## config.mk

```make
export PLATFORM = sky130hd
export DESIGN_NAME = apb_slave_regfile
export DESIGN_NICKNAME = d
export VERILOG_FILES = /design/src/rtl/apb_pkg.sv /design/src/rtl/apb_reg_bank.sv /design/src/rtl/apb_slave_regfile.sv
export SDC_FILE = /design/constraint.sdc
export NUM_CORES = 1
export LEC_CHECK = 0
export BUFFER_PORTS_ARGS = -buffer_cell sky130_fd_sc_hd__buf_4
export CELL_PAD_IN_SITES_DETAIL_PLACEMENT = 1
export CELL_PAD_IN_SITES_GLOBAL_PLACEMENT = 2
export CORE_MARGIN = 1.5
export CORE_UTILIZATION = 40
export DETAILED_ROUTE_END_ITERATION = 10
export PLACE_DENSITY_LB_ADDON = 0.1
export SLEW_MARGIN = 20
export SYNTH_ARGS = -nofsm -noshare
export SYNTH_HDL_FRONTEND = slang
export SYNTH_HIERARCHICAL = 1
export SYNTH_SLANG_ARGS = --single-unit
```

## constraint.sdc

```tcl
create_clock -name clk -period 9.8 [get_ports clk]
set_input_delay 0.98 -clock clk [delete_from_list [all_inputs] [get_ports clk]]
set_output_delay 0.98 -clock clk [all_outputs]
set_load 0.01 [all_outputs]
```

## src/rtl/apb_pkg.sv

```systemverilog
// Shared APB definitions: FSM encoding, default bus widths and system-wide constants.
package apb_pkg;

    localparam int unsigned APB_DATA_WIDTH = 16;
    localparam int unsigned APB_ADDR_WIDTH = 8;
    localparam int unsigned APB_NUM_SLAVES = 4;
    localparam int unsigned APB_CNT_WIDTH  = 4;

    typedef enum logic {
        ST_IDLE   = 1'b0,
        ST_ACCESS = 1'b1
    } apb_state_e;

endpackage

```

## src/rtl/apb_reg_bank.sv

```systemverilog
// Register array with one synchronous write port and one asynchronous read port.
module apb_reg_bank
    import apb_pkg::*;
#(
    parameter int unsigned DATA_WIDTH = APB_DATA_WIDTH,
    parameter int unsigned ADDR_WIDTH = APB_ADDR_WIDTH,
    parameter int unsigned NUM_REGS   = 16
) (
    input  logic                  clk,
    input  logic                  rst,
    input  logic                  wr_en_i,
    input  logic [ADDR_WIDTH-1:0] wr_idx_i,
    input  logic [DATA_WIDTH-1:0] wr_data_i,
    input  logic [ADDR_WIDTH-1:0] rd_idx_i,
    output logic [DATA_WIDTH-1:0] rd_data_o
);

    localparam int unsigned           IDX_W = (NUM_REGS > 1) ? $clog2(NUM_REGS) : 1;
    localparam logic [ADDR_WIDTH:0]   LIMIT = (ADDR_WIDTH + 1)'(NUM_REGS);

    logic [DATA_WIDTH-1:0] regs_q [NUM_REGS];
    logic                  wr_ok;
    logic                  rd_ok;

    // Out-of-range indices never alias onto a real entry.
    assign wr_ok = wr_en_i && ({1'b0, wr_idx_i} < LIMIT);
    assign rd_ok = ({1'b0, rd_idx_i} < LIMIT);

    always_ff @(posedge clk or posedge rst) begin
        if (rst) begin
            for (int unsigned i = 0; i < NUM_REGS; i++) begin
                regs_q[i] <= '0;
            end
        end else if (wr_ok) begin
            regs_q[wr_idx_i[IDX_W-1:0]] <= wr_data_i;
        end
    end

    always_comb begin
        rd_data_o = '0;
        if (rd_ok) begin
            rd_data_o = regs_q[rd_idx_i[IDX_W-1:0]];
        end
    end

endmodule

```

## src/rtl/apb_slave_regfile.sv

```systemverilog
// APB completer with a register bank, programmable wait states, range checking
// and a one-cycle write notification.
module apb_slave_regfile
    import apb_pkg::*;
#(
    parameter int unsigned DATA_WIDTH  = APB_DATA_WIDTH,
    parameter int unsigned ADDR_WIDTH  = APB_ADDR_WIDTH,
    parameter int unsigned NUM_REGS    = 16,
    parameter int unsigned WAIT_CYCLES = 1
) (
    input  logic                  clk,
    input  logic                  rst,
    input  logic                  psel,
    input  logic [ADDR_WIDTH-1:0] paddr,
    input  logic                  pwrite,
    input  logic                  penable,
    input  logic [DATA_WIDTH-1:0] pwdata,
    output logic                  pready,
    output logic [DATA_WIDTH-1:0] prdata,
    output logic                  pslverr,
    output logic                  wr_pulse,
    output logic [ADDR_WIDTH-1:0] wr_idx
);

    localparam logic [ADDR_WIDTH:0]        LIMIT     = (ADDR_WIDTH + 1)'(NUM_REGS);
    localparam logic [APB_CNT_WIDTH-1:0]   WAIT_LOAD = APB_CNT_WIDTH'(WAIT_CYCLES);

    apb_state_e              state_q,    state_d;
    logic [APB_CNT_WIDTH-1:0] cnt_q,     cnt_d;
    logic [ADDR_WIDTH-1:0]   addr_q,     addr_d;
    logic                    write_q,    write_d;
    logic [DATA_WIDTH-1:0]   wdata_q,    wdata_d;
    logic [DATA_WIDTH-1:0]   prdata_q,   prdata_d;
    logic                    err_q,      err_d;
    logic                    wr_pulse_q, wr_pulse_d;
    logic [ADDR_WIDTH-1:0]   wr_idx_q,   wr_idx_d;

    logic [DATA_WIDTH-1:0]   bank_rdata;
    logic                    last;
    logic                    commit;

    apb_reg_bank #(
        .DATA_WIDTH (DATA_WIDTH),
        .ADDR_WIDTH (ADDR_WIDTH),
        .NUM_REGS   (NUM_REGS)
    ) u_bank (
        .clk       (clk),
        .rst       (rst),
        .wr_en_i   (commit),
        .wr_idx_i  (addr_q),
        .wr_data_i (wdata_q),
        .rd_idx_i  (paddr),
        .rd_data_o (bank_rdata)
    );

    always_ff @(posedge clk or posedge rst) begin
        if (rst) begin
            state_q    <= ST_IDLE;
            cnt_q      <= '0;
            addr_q     <= '0;
            write_q    <= 1'b0;
            wdata_q    <= '0;
            prdata_q   <= '0;
            err_q      <= 1'b0;
            wr_pulse_q <= 1'b0;
            wr_idx_q   <= '0;
        end else begin
            state_q    <= state_d;
            cnt_q      <= cnt_d;
            addr_q     <= addr_d;
            write_q    <= write_d;
            wdata_q    <= wdata_d;
            prdata_q   <= prdata_d;
            err_q      <= err_d;
            wr_pulse_q <= wr_pulse_d;
            wr_idx_q   <= wr_idx_d;
        end
    end

    // Abort takes priority over completion, so a dropped psel/penable never commits.
    always_comb begin
        state_d    = state_q;
        cnt_d      = cnt_q;
        addr_d     = addr_q;
        write_d    = write_q;
        wdata_d    = wdata_q;
        prdata_d   = prdata_q;
        err_d      = err_q;
        wr_pulse_d = commit;
        wr_idx_d   = commit ? addr_q : wr_idx_q;

        case (state_q)
            ST_IDLE: begin
                if (psel && !penable) begin
                    state_d  = ST_ACCESS;
                    cnt_d    = WAIT_LOAD;
                    addr_d   = paddr;
                    write_d  = pwrite;
                    wdata_d  = pwdata;
                    prdata_d = bank_rdata;
                    err_d    = !({1'b0, paddr} < LIMIT);
                end
            end
            ST_ACCESS: begin
                if (!psel || !penable) begin
                    state_d = ST_IDLE;
                end else if (cnt_q != '0) begin
                    cnt_d = cnt_q - 1'b1;
                end else begin
                    state_d = ST_IDLE;
                end
            end
            default: begin
                state_d = ST_IDLE;
            end
        endcase
    end

    always_comb begin
        last     = (state_q == ST_ACCESS) && (cnt_q == '0);
        pready   = last;
        prdata   = last ? prdata_q : '0;
        pslverr  = last && err_q;
        commit   = last && psel && penable && write_q && !err_q;
        wr_pulse = wr_pulse_q;
        wr_idx   = wr_idx_q;
    end

endmodule

```

==> impl_metrics.json, run 1 <==
{
  "grt_pass1_vias": 9386,
  "hpwlAfterDp_um": 21700,
  "cts_sinks": 312,
  "chipHeight_um": 192,
  "core_area_um2": 34800,
  "cts_hold_buf": 0,
  "cts_buffers": 38,
  "synth-async-reset-ratio_pct": 100,
  "place_area_um2": 15000,
  "synth_edf_count": 0,
  "drc_errors": 0,
  "fmax_mhz": 288,
  "maxCapViolations": 0,
  "cp_data_required_time_ps": 10190,
  "wirelength_um": 38000,
  "post_synth_inst_count": 927,
  "synth_cell_types": 42,
  "syn_avg_cell_area_um2": 15.4,
  "period_needed_ps": 3480,
  "drive_gt1_share_pct": 47.8,
  "io_pins": 56,
  "startpoint_type": "register",
  "synth.yosys.seq_area_share_pct": 54.8,
  "worst_pin_slew_ps": 1070,
  "setup_tns_ps": 0,
  "design_area_um2": 16300,
  "p_leak_nw": 7.81,
  "grt_pass1_wl_um": 58700,
  "syn_to_final_growth_pct": 14.2,
  "wire_per_inst_um": 26.2,
  "ctsLongestPathBuffers": 3,
  "slew_viol_final": 0,
  "cp_max_fo": 19,
  "portBuffers": 55,
  "cts_resized": 0,
  "h-tree-depth": 2,
  "postLayoutCoreUtil_pct": 46.7,
  "period_share_pct": 35.5,
  "setup_viol": 0,
  "clk_latency_ps": 520,
  "fin_nets": 998,
  "clock-skew-final_ps": 14.5,
  "place_congestion": 0.726,
  "ys_ff_latch": 312,
  "antenna_left": 0,
  "grt_overflow": 0,
  "cts-root-buf": "clkbuf_16",
  "core.rowCount": 68,
  "yosysWarnings": 6,
  "critPathKind": "register to register",
  "grt_start_max_net_pins": 101,
  "mostFrequentLayoutCells": "dfrtp_1 (312), mux2_2 (252), buf_4 (73)",
  "firstDrtPassIters": 4,
  "peakVddDrop_mv": 0.115,
  "antenna_cells": 0,
  "synth_flop_cell": "dfrtp_1",
  "power_w": 0.00292,
  "final_common_cell": "dfrtp_1",
  "cp.arrival_ps": 3870,
  "synth_nets": 957,
  "synth.cell_area_um2": 14200,
  "cts_tree": "yes",
  "dieArea_um2": 36700,
  "rsz0062_at_grt": "no",
  "via_per_inst": 5.71,
  "drtIter0Drc": 356,
  "clk_pin_slew_ps": 60,
  "cts_setup_buffers": 0,
  "initial_core_util_pct": 40.9,
  "cp-end-kind": "register",
  "track_usage_pct": 21.7,
  "hold_viol": 0,
  "relSlewSlack_pct": 28.6,
  "antenna_found_initial": 1,
  "powerDensity_nw_per_um2": 180,
  "vias": 8270,
  "status": "finished clean",
  "hp-class": "register to register",
  "dieWidth_um": 192,
  "holdWs_ps": 478
}
worst max-delay path: stages (launching register included):
cell and delay (ps):
dfrtp_1 410, inv_1 70, ha_1 210, and4bb_4 530
and4_4 460, nand3_1 320, nor3_4 550, buf_4 410
mux2_2 380
cell families after synthesis:
kind of cell,Yosys count,share of synthesized area (%)
multiplexers,389,34.8
flip-flops,312,54.8
adder cells (fa/ha/maj),1,0.0879
AO/OA/AOI/OAI,53,2.80
AND/OR/NAND/NOR,91,4.28
buffers and inverters,81,3.15
cells in the mapped netlist (all sizes together), types with 2 or more instances:
| cell | number | share of area [%] |
|---|---|---|
| nand3 | 24 | 0.84 |
| inv | 8 | 0.21 |
| or3 | 3 | 0.13 |
| mux2 | 308 | 25 |
| clkbuf | 31 | 0.82 |
| a22o | 2 | 0.12 |
| nor2 | 6 | 0.16 |
| dfrtp | 312 | 55 |
| nor3 | 7 | 0.49 |
| buf | 42 | 2.1 |
| nor2b | 3 | 0.13 |
| and2 | 18 | 0.79 |
| mux2i | 32 | 2.2 |
| a22oi | 30 | 1.6 |
| nor3b | 2 | 0.11 |
| nand4 | 2 | 0.088 |
| nand2b | 3 | 0.13 |
| nand2 | 11 | 0.29 |
| nor4 | 5 | 0.54 |
| mux4 | 49 | 7.8 |
| o211ai | 15 | 0.79 |
final timing paths:
path	cells past startpoint	startpoint	endpoint	slack [ps]
min reg2reg	1	prdata_q[4]	prdata_q[4]	480
max reg2reg	8	cnt_q[0]	u_bank/regs_q[30]	6320
min in group asynchronous	2	rst	u_bank/regs_q[126]	600
min	1	prdata_q[4]	prdata_q[4]	480
max	8	cnt_q[0]	u_bank/regs_q[30]	6320
max in group asynchronous	3	rst	u_bank/regs_q[191]	7670
metal layers:
metal  part of all wire (%)  track usage, %
met5                      0               0
met2                     48            36.1
met3                    4.1            3.23
met1                     45            29.6
met4                    2.8            6.37
through the flow:
stage | worst slack [ps] | cells
after global placement | 6010 | 1383
final | 6320 | 1449
after CTS | 6220 | 1449
after floorplan | 1780 | 927
after detailed placement | 5980 | 1383
after global routing | 6100 | 1449
sequential cells by signal (all words and copies together), names as in the netlist:
name and flops:
err_q 1, addr_q 8, cnt_q 4, wr_pulse 1, write_q 1, wdata_q 16, state_q 1, u_bank/regs_q 256
wr_idx 8, prdata_q 16
report_power, final:
part	switching, W	leakage [nW]	internal, W
combinational	0.0000885	2.91	0.0000556
clock	0.000536	0.611	0.000843
sequential	0.0000852	4.29	0.00131
cell type report:
class,instances,area [um^2]
sequential,312,7810
clock buffer,56,1120
inverter,8,37.5
timing repair buffer,74,559
fill,3375,18500
multi-input combinational,534,6050
tap,455,569
clock inverter,10,110
No activity file was read; power rests on OpenSTA's default activity.
==> inputs of run 2 (changes only) <==
==> constraint.sdc (replaced) <==
create_clock -name clk -period 3.1 [get_ports clk]
set_input_delay 0.31 -clock clk [delete_from_list [all_inputs] [get_ports clk]]
set_output_delay 0.31 -clock clk [all_outputs]
set_load 0.01 [all_outputs]
==> run 2 against run 1 <==
  * Setup slack got worse by 6100 ps
  * Fmax up 22%
  * Global-route usage shrank 0.26 points
  * Via count is 0.30% lower
  * Critical path type unchanged
==> impl_metrics.json, run 2 (same netlist as run 1, synthesis figures left out) <==
{
  "fmax_mhz": 350,
  "maxCapViolations": 0,
  "place_area_um2": 15200,
  "cts_tree": "yes",
  "clock-skew-final_ps": 19.0,
  "grt_start_max_net_pins": 153,
  "antenna_left": 0,
  "grt_pass1_wl_um": 58600,
  "setup_viol": 0,
  "cp_max_fo": 16,
  "antenna_cells": 0,
  "vias": 8245,
  "h-tree-depth": 2,
  "grt_pass1_vias": 9545,
  "cp-end-kind": "register",
  "power_w": 0.00924,
  "cts_buffers": 37,
  "clk_pin_slew_ps": 60,
  "peakVddDrop_mv": 0.375,
  "clk_latency_ps": 520,
  "initial_core_util_pct": 40.9,
  "nFillCells": 3353,
  "chipHeight_um": 192,
  "io_pins": 56,
  "period_needed_ps": 2860,
  "wire_per_inst_um": 25.4,
  "p_leak_nw": 7.94,
  "track_usage_pct": 21.5,
  "cp_data_required_time_ps": 3490,
  "firstDrtPassIters": 4,
  "via_per_inst": 5.60,
  "final_common_cell": "dfrtp_1",
  "largest_reg_flops": 256,
  "multi_input_area_um2": 6030,
  "antenna_found_initial": 0,
  "ctsLongestPathBuffers": 3,
  "period_share_pct": 92.2,
  "dieArea_um2": 36700,
  "design_area_um2": 16500,
  "drtIter0Drc": 290,
  "drive_gt1_share_pct": 48.6,
  "status": "finished clean",
  "cts_setup_buffers": 0,
  "powerDensity_nw_per_um2": 562,
  "place_congestion": 0.749,
  "critPathKind": "register to register",
  "startpoint_type": "register",
  "top_regs": "u_bank/regs_q: 256 flops, prdata_q: 16 flops, wdata_q: 16 flops",
  "cts_sinks": 312,
  "hp-class": "input pin to register",
  "hold_viol": 0,
  "relSlewSlack_pct": 37.8,
  "fin_nets": 1024,
  "hpwlAfterDp_um": 24000,
  "regMostFlops": "u_bank/regs_q",
  "core.rowCount": 68,
  "drc_errors": 0,
  "worst_pin_slew_ps": 934,
  "core_area_um2": 34800,
  "regArea_um2": 7810,
  "portBuffers": 55,
  "cp.arrival_ps": 3250,
  "syn_to_final_growth_pct": 15.6,
  "wirelength_um": 37400,
  "rsz0062_at_grt": "no",
  "mostFrequentLayoutCells": "dfrtp_1 (312), mux2_2 (252), buf_4 (96)",
  "grt_overflow": 0,
  "slew_viol_final": 0,
  "holdWs_ps": 21.3,
  "cts-root-buf": "clkbuf_16",
  "dieWidth_um": 192
}
[run 2: cell count changes in the layout (fill, tap and decap cells not counted), sizes merged]
cell         change
buf             +25
inv              -3
clkinvlp         +2
dlygate4sd3      +2
clkbuf           -1
clkinv           -1
[run 2: layer usage]
layer	wire length, um	track usage (%)	vias to the layer above
li1	-	-	3571
met4	1090	7.06	0
met1	16500	28.2	4473
met5	0	0	-
met3	1160	2.83	64
met2	18600	36.8	137
[run 2: final cells by class]
class,count,area share (%)
sequential,312,47.5
multi-input combinational,534,36.6
clock buffer,55,6.78
timing repair buffer,101,4.87
tap,455,3.46
clock inverter,8,0.586
inverter,8,0.213
[run 2: stage by stage]
stage	std cells	util (%)	setup slack [ps]	setup TNS (ps)
final	1473	47.3	241	0
after global routing	1473	47.3	112	0
after CTS	1473	47.3	239	0
after detailed placement	1408	43.7	243	0
after global placement	1408	43.7	338	0
after floorplan	927	-	-582	-148900
[run 2: worst paths after layout]
path | end | from | cells after the start | slack, ps
min reg2reg | write_q | write_q | 1 | 480
max reg2reg | u_bank/regs_q[235] | cnt_q[0] | 7 | 240
min in group asynchronous | u_bank/regs_q[16] | rst | 3 | 380
min | wdata_q[7] | pwdata[7] | 2 | 20
max in group asynchronous | u_bank/regs_q[70] | rst | 4 | 1590
max | u_bank/regs_q[235] | cnt_q[0] | 7 | 240
[run 2: critical path, stage by stage (launching register included)]
cell and delay, ps:
dfrtp_1 400, inv_1 70, ha_1 210, and4bb_4 260
and4_4 390, nand3b_4 190, or3_1 760, mux2_2 450
[run 2: timing repair]
item                      CTS  global route
hold buffers                2             0
hold endpoints to repair   11             0
gates resized for setup     0             0
[run 2: report_power, final]
part / switching (W) / internal [W]
logic: 0.000305 / 0.000192
clock network: 0.00167 / 0.00265
registers: 0.000275 / 0.00415
total: 0.00224 / 0.00699
==> inputs of run 3 (changes only) <==
==> constraint.sdc (replaced) <==
create_clock -name clk -period 3.22 [get_ports clk]
set_input_delay 0.322 -clock clk [delete_from_list [all_inputs] [get_ports clk]]
set_output_delay 0.322 -clock clk [all_outputs]
set_load 0.01 [all_outputs]
==> run 3 against run 2 <==
  * First-iteration DRC count rose by 32%
  * Via count rose by 0.85%
  * Non-clock buffer count is 5 higher
  * Critical path depth unchanged
==> impl_metrics.json, run 3 (same netlist as run 1, synthesis figures left out) <==
{
  "h-tree-depth": 2,
  "wirelength_um": 38100,
  "wire_per_inst_um": 25.7,
  "initial_core_util_pct": 40.9,
  "via_per_inst": 5.61,
  "mostFrequentLayoutCells": "dfrtp_1 (312), mux2_2 (252), buf_4 (98)",
  "dieArea_um2": 36700,
  "place_congestion": 0.769,
  "core_area_um2": 34800,
  "whs_endpoint": "write_q",
  "cts_resized": 0,
  "cp_max_fo": 16,
  "hold_start": "pwrite",
  "cp_top_family": "simple AND/OR/NAND/NOR gates",
  "vias": 8315,
  "hpwlAfterDp_um": 24700,
  "final_common_cell": "dfrtp_1",
  "p_leak_nw": 7.98,
  "cp-end-kind": "register",
  "grt_start_max_net_pins": 46,
  "setup_viol": 0,
  "track_usage_pct": 22.0,
  "ctsLongestPathBuffers": 3,
  "io_pins": 56,
  "cts_setup_buffers": 0,
  "reg2regPathDepth": 7,
  "drc_errors": 0,
  "clk_latency_ps": 510,
  "startpoint_type": "register",
  "period_share_pct": 91.3,
  "cts_tree": "yes",
  "status": "finished clean",
  "largest_reg_flops": 256,
  "worst_pin_slew_ps": 1030,
  "top_regs": "u_bank/regs_q: 256 flops, prdata_q: 16 flops, wdata_q: 16 flops",
  "cts_buffers": 37,
  "drive_gt1_share_pct": 48.6,
  "firstDrtPassIters": 4,
  "cts-root-buf": "clkbuf_16",
  "antenna_found_initial": 0,
  "antenna_left": 0,
  "cp.arrival_ps": 3330,
  "critPathBufInv": 1,
  "grt_pass1_wl_um": 60200,
  "clock-skew-final_ps": 16.4,
  "slowest_delay_ps": 790,
  "regToRegEndpoint": "u_bank/regs_q[235]",
  "peakVddDrop_mv": 0.300,
  "core.rowCount": 68,
  "slew_viol_final": 0,
  "syn_to_final_growth_pct": 16.1,
  "crit_chain": "inv_1, ha_1, and4bb_4, and4_4, nand3b_4, or3_1, mux2_2",
  "fmax_mhz": 340,
  "cts_hold_buf": 1,
  "startpoint": "cnt_q[0]",
  "period_needed_ps": 2940,
  "cp_data_required_time_ps": 3610,
  "hold_path_depth": 2,
  "setup_tns_ps": 0,
  "grt_overflow": 0,
  "critPathSlowestCell": "or3_1",
  "ff2ff_setup_slack_ps": 280,
  "portBuffers": 55,
  "chipHeight_um": 192,
  "fin_nets": 1029,
  "drtIter0Drc": 384,
  "maxCapViolations": 0,
  "hold_viol": 0,
  "powerDensity_nw_per_um2": 536,
  "relSlewSlack_pct": 31.4,
  "hp-class": "input pin to register",
  "grt_pass1_vias": 9628,
  "cts_sinks": 312,
  "rsz0062_at_grt": "no",
  "holdWs_ps": 24.3,
  "dieWidth_um": 192,
  "reg2reg_from": "cnt_q[0]",
  "clk_pin_slew_ps": 60,
  "regMostFlops": "u_bank/regs_q",
  "critPathKind": "register to register"
}
## run 3: per-layer routing
layer / share of wire (%) / GRT usage [%]
met1: 45 / 29.4
met4: 2.5 / 5.92
met5: 0 / 0
met3: 2.6 / 2.72
met2: 50 / 37.8
## run 3: final cells by class
| class | count | area, um^2 |
|---|---|---|
| fill | 3320 | 18300 |
| sequential | 312 | 7810 |
| multi-input combinational | 534 | 6030 |
| antenna | 1 | 2.50 |
| clock buffer | 62 | 1160 |
| timing repair buffer | 106 | 886 |
| tap | 455 | 569 |
| inverter | 8 | 35.0 |
| clock inverter | 3 | 43.8 |
## run 3: how the worst max path moves through the flow
stage | depth (start not counted) | slack, ps | to
2_1_floorplan | 1 | -470 | u_bank/regs_q[0]
3_3_place_gp | 7 | 450 | u_bank/regs_q[229]
3_5_place_dp | 7 | 320 | u_bank/regs_q[231]
4_1_cts | 7 | 300 | u_bank/regs_q[235]
5_1_grt | 7 | 160 | u_bank/regs_q[235]
6_report | 7 | 280 | u_bank/regs_q[235]
## run 3: where the power goes
group	leakage, nW	total (W)	internal [W]	switching [W]
Clock	0.590	0.00412	0.00253	0.00159
Combinational	3.09	0.000476	0.000195	0.000281
Sequential	4.29	0.00427	0.00400	0.000270
## run 3: worst register-to-register path, stage by stage, from the launching register on
cell and delay (ps):
dfrtp_1 410, inv_1 80, ha_1 230, and4bb_4 260
and4_4 390, nand3b_4 200, or3_1 790, mux2_2 460
## run 3: through the flow
stage          instances  total power [W]  setup slack (ps)  util (%)  area, um^2
2_1_floorplan        927          0.00455              -474         -       14200
3_3_place_gp        1413          0.00478               454      43.9       15300
3_5_place_dp        1414          0.00483               318      44.0       15300
4_1_cts             1480          0.00902               301      47.5       16500
5_1_grt             1480          0.00925               160      47.5       16500
6_report            1481          0.00886               279      47.5       16500
